==> src/rtl/hdmi_frame_sequencer.sv <==
`default_nettype none
// ============================================================================
// Module   : hdmi_frame_sequencer
// Purpose  : Video timing and period sequencer for one HDMI/DVI transmit link.
//            It scans the raster, requests pixels from the frame source, and
//            issues per-pixel mode, video data and per-channel control data
//            to the three TMDS channel encoders. Data islands are not
//            generated (mode 3/4 never issued).
// Ports    : clk_pixel      - pixel clock
//            rst_n          - asynchronous active-low reset
//            cx, cy         - current raster counters (registers)
//            pix_req        - (cx,cy) is an active pixel, rgb must be valid
//            rgb            - {R,G,B} for (cx,cy), combinational from source
//            frame_start    - registered pulse for the output cycle of (0,0)
//            mode           - 0 control, 1 video, 2 video guard band
//            video_data0..2 - B, G, R to channels 0..2
//            control_data0  - {vsync,hsync}
//            control_data1/2- {CTL1,CTL0} / {CTL3,CTL2}
// Revision : 1.0 - initial release
// ============================================================================
module hdmi_frame_sequencer #(
  parameter int H_ACTIVE   = 640,
  parameter int H_FRONT    = 16,
  parameter int H_SYNC     = 96,
  parameter int H_BACK     = 48,
  parameter int V_ACTIVE   = 480,
  parameter int V_FRONT    = 10,
  parameter int V_SYNC     = 2,
  parameter int V_BACK     = 33,
  parameter bit HSYNC_POL  = 1'b0,
  parameter bit VSYNC_POL  = 1'b0,
  parameter bit DVI_OUTPUT = 1'b0
) (
  input  logic        clk_pixel,
  input  logic        rst_n,
  output logic [9:0]  cx,
  output logic [9:0]  cy,
  output logic        pix_req,
  input  logic [23:0] rgb,
  output logic        frame_start,
  output logic [2:0]  mode,
  output logic [7:0]  video_data0,
  output logic [7:0]  video_data1,
  output logic [7:0]  video_data2,
  output logic [1:0]  control_data0,
  output logic [1:0]  control_data1,
  output logic [1:0]  control_data2
);

  localparam logic [9:0] c_h_active    = 10'(H_ACTIVE);
  localparam logic [9:0] c_h_last      = 10'(H_ACTIVE + H_FRONT + H_SYNC + H_BACK - 1);
  localparam logic [9:0] c_hs_start    = 10'(H_ACTIVE + H_FRONT);
  localparam logic [9:0] c_hs_end      = 10'(H_ACTIVE + H_FRONT + H_SYNC);
  // Guard occupies the last two cycles of the line, preamble the eight before.
  localparam logic [9:0] c_guard_start = 10'(H_ACTIVE + H_FRONT + H_SYNC + H_BACK - 2);
  localparam logic [9:0] c_pre_start   = 10'(H_ACTIVE + H_FRONT + H_SYNC + H_BACK - 10);
  localparam logic [9:0] c_v_active    = 10'(V_ACTIVE);
  localparam logic [9:0] c_v_last      = 10'(V_ACTIVE + V_FRONT + V_SYNC + V_BACK - 1);
  localparam logic [9:0] c_vs_start    = 10'(V_ACTIVE + V_FRONT);
  localparam logic [9:0] c_vs_end      = 10'(V_ACTIVE + V_FRONT + V_SYNC);

  localparam logic [2:0] c_mode_control = 3'd0;
  localparam logic [2:0] c_mode_video   = 3'd1;
  localparam logic [2:0] c_mode_guard   = 3'd2;

  logic [9:0] cx_q, cx_d;
  logic [9:0] cy_q, cy_d;
  logic       frame_start_q, frame_start_d;
  logic [2:0] mode_q, mode_d;
  logic [7:0] vd0_q, vd0_d, vd1_q, vd1_d, vd2_q, vd2_d;
  logic [1:0] cd0_q, cd0_d, cd1_q, cd1_d, cd2_q, cd2_d;

  logic       h_last, v_last, active, next_active, in_guard, in_pre;
  logic       hsync, vsync;
  logic [9:0] cy_next_line;

  always_comb begin
    h_last       = (cx_q == c_h_last);
    v_last       = (cy_q == c_v_last);
    cy_next_line = v_last ? 10'd0 : cy_q + 10'd1;

    cx_d = h_last ? 10'd0 : cx_q + 10'd1;
    cy_d = h_last ? cy_next_line : cy_q;

    active      = (cx_q < c_h_active) && (cy_q < c_v_active);
    // Preamble/guard announce the line that follows, so they key off the
    // next line being active (including the wrap from the last line).
    next_active = (cy_next_line < c_v_active);
    in_guard    = !DVI_OUTPUT && next_active && (cx_q >= c_guard_start);
    in_pre      = !DVI_OUTPUT && next_active && (cx_q >= c_pre_start)
                  && (cx_q < c_guard_start);

    hsync = ((cx_q >= c_hs_start) && (cx_q < c_hs_end)) ? HSYNC_POL : ~HSYNC_POL;
    vsync = ((cy_q >= c_vs_start) && (cy_q < c_vs_end)) ? VSYNC_POL : ~VSYNC_POL;

    frame_start_d = (cx_q == 10'd0) && (cy_q == 10'd0);
    mode_d        = c_mode_control;
    vd0_d         = 8'h00;
    vd1_d         = 8'h00;
    vd2_d         = 8'h00;
    cd0_d         = {vsync, hsync};
    cd1_d         = 2'b00;
    cd2_d         = 2'b00;

    if (active) begin
      mode_d = c_mode_video;
      vd0_d  = rgb[7:0];
      vd1_d  = rgb[15:8];
      vd2_d  = rgb[23:16];
    end else if (in_guard) begin
      mode_d = c_mode_guard;
    end else if (in_pre) begin
      cd1_d = 2'b01;  // video preamble CTL0..3 = 1,0,0,0
    end
  end

  always_ff @(posedge clk_pixel or negedge rst_n) begin
    if (!rst_n) begin
      cx_q          <= 10'd0;
      cy_q          <= 10'd0;
      frame_start_q <= 1'b0;
      mode_q        <= c_mode_control;
      vd0_q         <= 8'h00;
      vd1_q         <= 8'h00;
      vd2_q         <= 8'h00;
      cd0_q         <= {~VSYNC_POL, ~HSYNC_POL};
      cd1_q         <= 2'b00;
      cd2_q         <= 2'b00;
    end else begin
      cx_q          <= cx_d;
      cy_q          <= cy_d;
      frame_start_q <= frame_start_d;
      mode_q        <= mode_d;
      vd0_q         <= vd0_d;
      vd1_q         <= vd1_d;
      vd2_q         <= vd2_d;
      cd0_q         <= cd0_d;
      cd1_q         <= cd1_d;
      cd2_q         <= cd2_d;
    end
  end

  assign cx            = cx_q;
  assign cy            = cy_q;
  assign pix_req       = active;
  assign frame_start   = frame_start_q;
  assign mode          = mode_q;
  assign video_data0   = vd0_q;
  assign video_data1   = vd1_q;
  assign video_data2   = vd2_q;
  assign control_data0 = cd0_q;
  assign control_data1 = cd1_q;
  assign control_data2 = cd2_q;

endmodule
`default_nettype wire

==> config.mk <==
export PLATFORM = sky130hd
export DESIGN_NAME = hdmi_frame_sequencer
export DESIGN_NICKNAME = d
export VERILOG_FILES = /design/src/rtl/hdmi_frame_sequencer.sv
export SDC_FILE = /design/constraint.sdc
export NUM_CORES = 1
export LEC_CHECK = 0
export ABC_AREA = 1
export CAP_MARGIN = 0
export CORE_MARGIN = 3
export CORE_UTILIZATION = 35
export CTS_CLUSTER_DIAMETER = 80
export DETAILED_ROUTE_END_ITERATION = 7
export RECOVER_POWER = 50
export SKIP_LAST_GASP = 1
export SLEW_MARGIN = 30
export SYNTH_ARGS = -nofsm -noshare
export SYNTH_HDL_FRONTEND = slang
export SYNTH_SLANG_ARGS = --single-unit
export TNS_END_PERCENT = 20
==> constraint.sdc <==
create_clock -name clk_pixel -period 3.61 [get_ports clk_pixel]
set_input_delay 0.5415 -clock clk_pixel [delete_from_list [all_inputs] [get_ports clk_pixel]]
set_output_delay 0.5415 -clock clk_pixel [all_outputs]
set_load 0.01 [all_outputs]
Word level (Yosys, flattened, before mapping):

Index checks and enable logic that the tools add are counted.

* register bits after elaboration: 52
* logic and storage cells: 44
* output and inout bits: 55

* mux-type cells: 12
* $lt $le $gt $ge: 10
* equal/unequal tests: 2
* reductions and logical operators: 9
* add/sub/neg operators: 2

Operator list (number)
* >= comparator 10 bit, second input constant: 3
* less-than comparator 10 bit, second input constant: 3
* less-than comparator 10 x 9 -> 1 bit, second input constant: 3
* two-way mux 8 bit: 3
* adder 10 x 1 -> 10 bit, second input constant: 2
* equality test 10 bit, second input constant: 2
* zero test 10 bit: 2
* two-way mux 10 bit: 2
* >= comparator 10 x 9 -> 1 bit, second input constant: 1
* logical AND 1 bit: 7
* two-way mux 1 bit: 5
* two-way mux 2 bit: 2

Longest topological paths before layout:

* depth in word-level cells: 8
* gate-level depth with buffers: 10

Worst setup path after synthesis:

Ideal clock, no wire load.

* kind: flip-flop to output port
* from: reg cx_q[7], in the netlist cx[7]
* to: out pix_req
* slack: 2.178 ns
* cell stages (with the launch flop): 5
* buffers on the path: 1
* arrival: 0.890 ns
* cell sequence: dfrtp_1 > buf_6 > nand3_1 > nand3_1 > nor2_2

* cells in the longest elaborated chain, start to end: 2

RTL lines
* from (decl): RTL line 66 `logic [9:0] cx_q, cx_d;`
* from (signal assigned): RTL line 119 `cx_q <= 10'd0;`
* from (signal assigned): RTL line 130 `cx_q <= cx_d;`
* less-than comparator 10 bit: RTL line 85 `active = (cx_q < c_h_active) && (cy_q < c_v_active);`
* logical AND 1 bit: RTL line 85
* to (decl): RTL line 38 `output logic pix_req,`

No other way between the ends.

==> key figures <==
Routing
  • Vias: ~1.9k
  • Drt drc: 0
  • WL per Instance: roughly 13 µm
  • Final wirelength: approximately 5.4 mm
  • Vias per inst: 4.50
  • Starting DRT DRC Count: between 90 and 100
  • First drt pass iteration count: 4
  • Routed Antenna Nets: 0

Critical path
  • Worst Setup Start Kind: input pin
  • Crit Path Max Fanout: 27
  • CP Class: in -> async
  • Crit path DAT: roughly 2.6 ns
  • Worst path bufs/invs: 2
  • Family with the most delay on the worst path: buffers and inverters
  • Crit path required time: roughly 3.8 ns
  • Worst path cell trace: clkbuf_1 > clkbuf_1
  • Worst path max stage delay: approximately 1.1 ns
  • Critical path's slowest cell: clkbuf_1
  • CP Capture Type: async pin
  • Critical Path Most Common Cell: clkbuf_1

Timing
  • Worst Clk Skew: around 0.0075 ns
  • Minimum clock period: between 2 and 2.5 ns
  • Final Hold Fails: 0
  • Worst-margin pin slew: 1.40 ns
  • Final Slew Violations: 0
  • Final setup TNS: 0 ns
  • Rel. slew slack: 0.0693
  • F_max: 411 MHz
  • Final setup vio count: 0
  • RSZ-0062 raised after global routing: false
  • Final WS setup: around 1.2 ns
  • Final period utilization: 0.674

Clock network
  • Clk sinks: 50
  • H-tree Lvls: 2
  • Worst skew pair latency: just over 0.3 ns
  • CTS tree: built
  • CTS max path bufs: 2
  • CTS buffer count: 5
  • Postcts setup bufs: 0
  • Root buf cell: clkbuf_8
  • CTS clk-pin slew, worst paths: around 0.09 ns
  • Hold-fix buffers, CTS: 0
  • CTS resizes: 0

Floorplanning
  • Die area: 7770 µm²
  • Core area: about 6500 µm²
  • Die Ht: about 90 µm
  • Boundary pin count: 81
  • Die Wd: just under 90 µm
  • Rows: 29
  • Initial core utilization: 0.366

GRT
  • GRT Util Overall: 0.148
  • Initial antenna violation count: 0
  • First-pass GRT wire length: between 8 and 9 mm
  • Largest net degree at the start of global routing: 28
  • Congestion Overflow GR: 0
  • Vias in the first global route: between 1.5k and 2k

Power and ir drop
  • Clock share of power: 0.376
  • Gate power share: 0.081
  • Net Switching: about 0.23 mW
  • Sequential power share: 0.543
  • Sw Ratio: 0.217
  • VDD IR max: 0.194 mV
  • Leakage: about 1.5 nW
  • P_int: between 0.8 and 0.9 mW
  • Pwr Density: between 300 and 400 nW/µm²

Final layout
  • Highest-count cells in the layout ignoring fill and taps: 75 x clkdlybuf4s50_1, 52 x inv_1, 48 x dfrtp_1, 44 x nor2_1, 37 x nand2_1
  • Share of cells above drive strength 1: 0.0603
  • # diodes: 0
  • Layout area overhead: 36.2%
  • Commonest non-fill, non-tap cell in the layout: clkdlybuf4s50_1
  • Nets: 377

Placed design
  • DP Wirelength: 3.99 mm
  • IO buf count: 76
  • Place WS: around 1.6 ns
  • Routability congestion estimate: 0.846

Logic synthesis
  • Sequential fraction of the synthesis area: 0.530
  • Avg Cell Area, Syn: 8.75 µm²
  • Post-synthesis cell count: 270
  • Synth cell types: 33
  • Post-synthesis cell area: around 2400 µm²
  • Synthesized flop and latch total: 50
  • Synth warnings: 0

Flow run
  • Max Cap Viol: 0

Hold path
  • Tightest Hold Check Type: reg -> reg

Outcome
  • Status: finished, final reports clean
[sequential cells by signal, summed over array words and instances (netlist names)]
name / count
cy: 10
control_data1: 1
video_data0: 8
mode: 2
video_data1: 8
cx: 10
frame_start: 1
control_data0: 2
video_data2: 8
[per-stage QoR]
stage               area [µm²]  instances  hold slack [ns]   util  power [mW]
floorplan                 2370        273            0.246      -       0.611
global placement          3150        417            0.486  0.488       0.676
detailed placement        3150        417            0.497  0.488       0.676
CTS                       3260        425            0.244  0.505        1.08
global route              3220        425            0.544  0.498        1.10
finish                    3220        425            0.504  0.498        1.06
[power groups by stage]
stage / clock network [mW] / registers [mW] / logic [mW]
floorplan: 0 / 0.596 / 0.0156
global placement: 0 / 0.587 / 0.0886
detailed placement: 0 / 0.588 / 0.0886
CTS: 0.411 / 0.577 / 0.0892
global route: 0.431 / 0.578 / 0.0960
finish: 0.399 / 0.577 / 0.0862
[Yosys cell counts]
library cell / n / area (µm²)
nand4_2: 1 / 12.5
a21oi_1: 3 / 15.0
nor3b_2: 1 / 12.5
a31oi_1: 1 / 6.26
nand4_1: 7 / 43.8
nand3_2: 2 / 20.0
buf_2: 2 / 10.0
nor2_4: 3 / 33.8
buf_6: 3 / 33.8
dfrtp_1: 48 / 1200
nand2_2: 3 / 18.8
nor4_1: 1 / 6.26
o31ai_1: 1 / 7.51
inv_1: 50 / 188
o21ai_1: 4 / 20.0
nand4_4: 1 / 21.3
nor2_2: 5 / 31.3
o21ai_0: 11 / 55.1
o21bai_1: 2 / 15.0
nor3_1: 3 / 15.0
nand2_1: 36 / 135
ha_1: 4 / 50.1
inv_2: 3 / 11.3
nand3_1: 16 / 80.1
nor3_2: 1 / 10.0
conb_1: 1 / 3.75
xor2_1: 4 / 35.0
dfstp_2: 2 / 52.6
nand3b_1: 1 / 7.51
buf_4: 5 / 37.5
clkinv_1: 2 / 7.51
nor2_1: 42 / 158
xnor2_1: 1 / 8.76
[worst paths after layout]
check	startpoint	to	slack (ns)	cells past startpoint
worst min register to register	cx[0]$_DFF_PN0_	cx[0]$_DFF_PN0_	0.50	1
worst max register to register	cx[1]$_DFF_PN0_	cy[3]$_DFFE_PN0N_	1.78	7
worst max-delay path	rst_n	mode[0]$_DFF_PN0_	1.18	2
worst min-delay path	cx[0]$_DFF_PN0_	cx[0]$_DFF_PN0_	0.50	1
max in group clk_pixel	cy[6]$_DFFE_PN0N_	pix_req	1.28	4
min in group asynchronous	rst_n	cx[0]$_DFF_PN0_	0.53	1
[logic make-up after synthesis]
kind of cell | Yosys count | synth area share
and+or+nand+nor | 123 | 0.256
buffers and inverters | 65 | 0.122
DFF | 50 | 0.530
AOI/OAI and AO/OA | 22 | 0.0503
xor gates and xnor gates | 5 | 0.0185
adders and majority gates | 4 | 0.0212
other | 1 | 0.00159
[cell type report]
| class | instances | area (µm²) |
|---|---|---|
| fill | 645 | 3240 |
| sequential | 50 | 1250 |
| inverter | 55 | 206 |
| tap | 77 | 96.3 |
| clock buffer | 6 | 72.6 |
| clock inverter | 2 | 37.5 |
| multi-input combinational | 158 | 795 |
| timing repair buffer | 77 | 758 |
[metal layers]
metal	global-route usage	routed length [µm]	share of wire
met3	0.0762	573	0.11
met4	0.0412	66	0.012
met1	0.182	2370	0.44
met5	0	0	0
met2	0.228	2340	0.44
(Power assumes the default switching activity.)
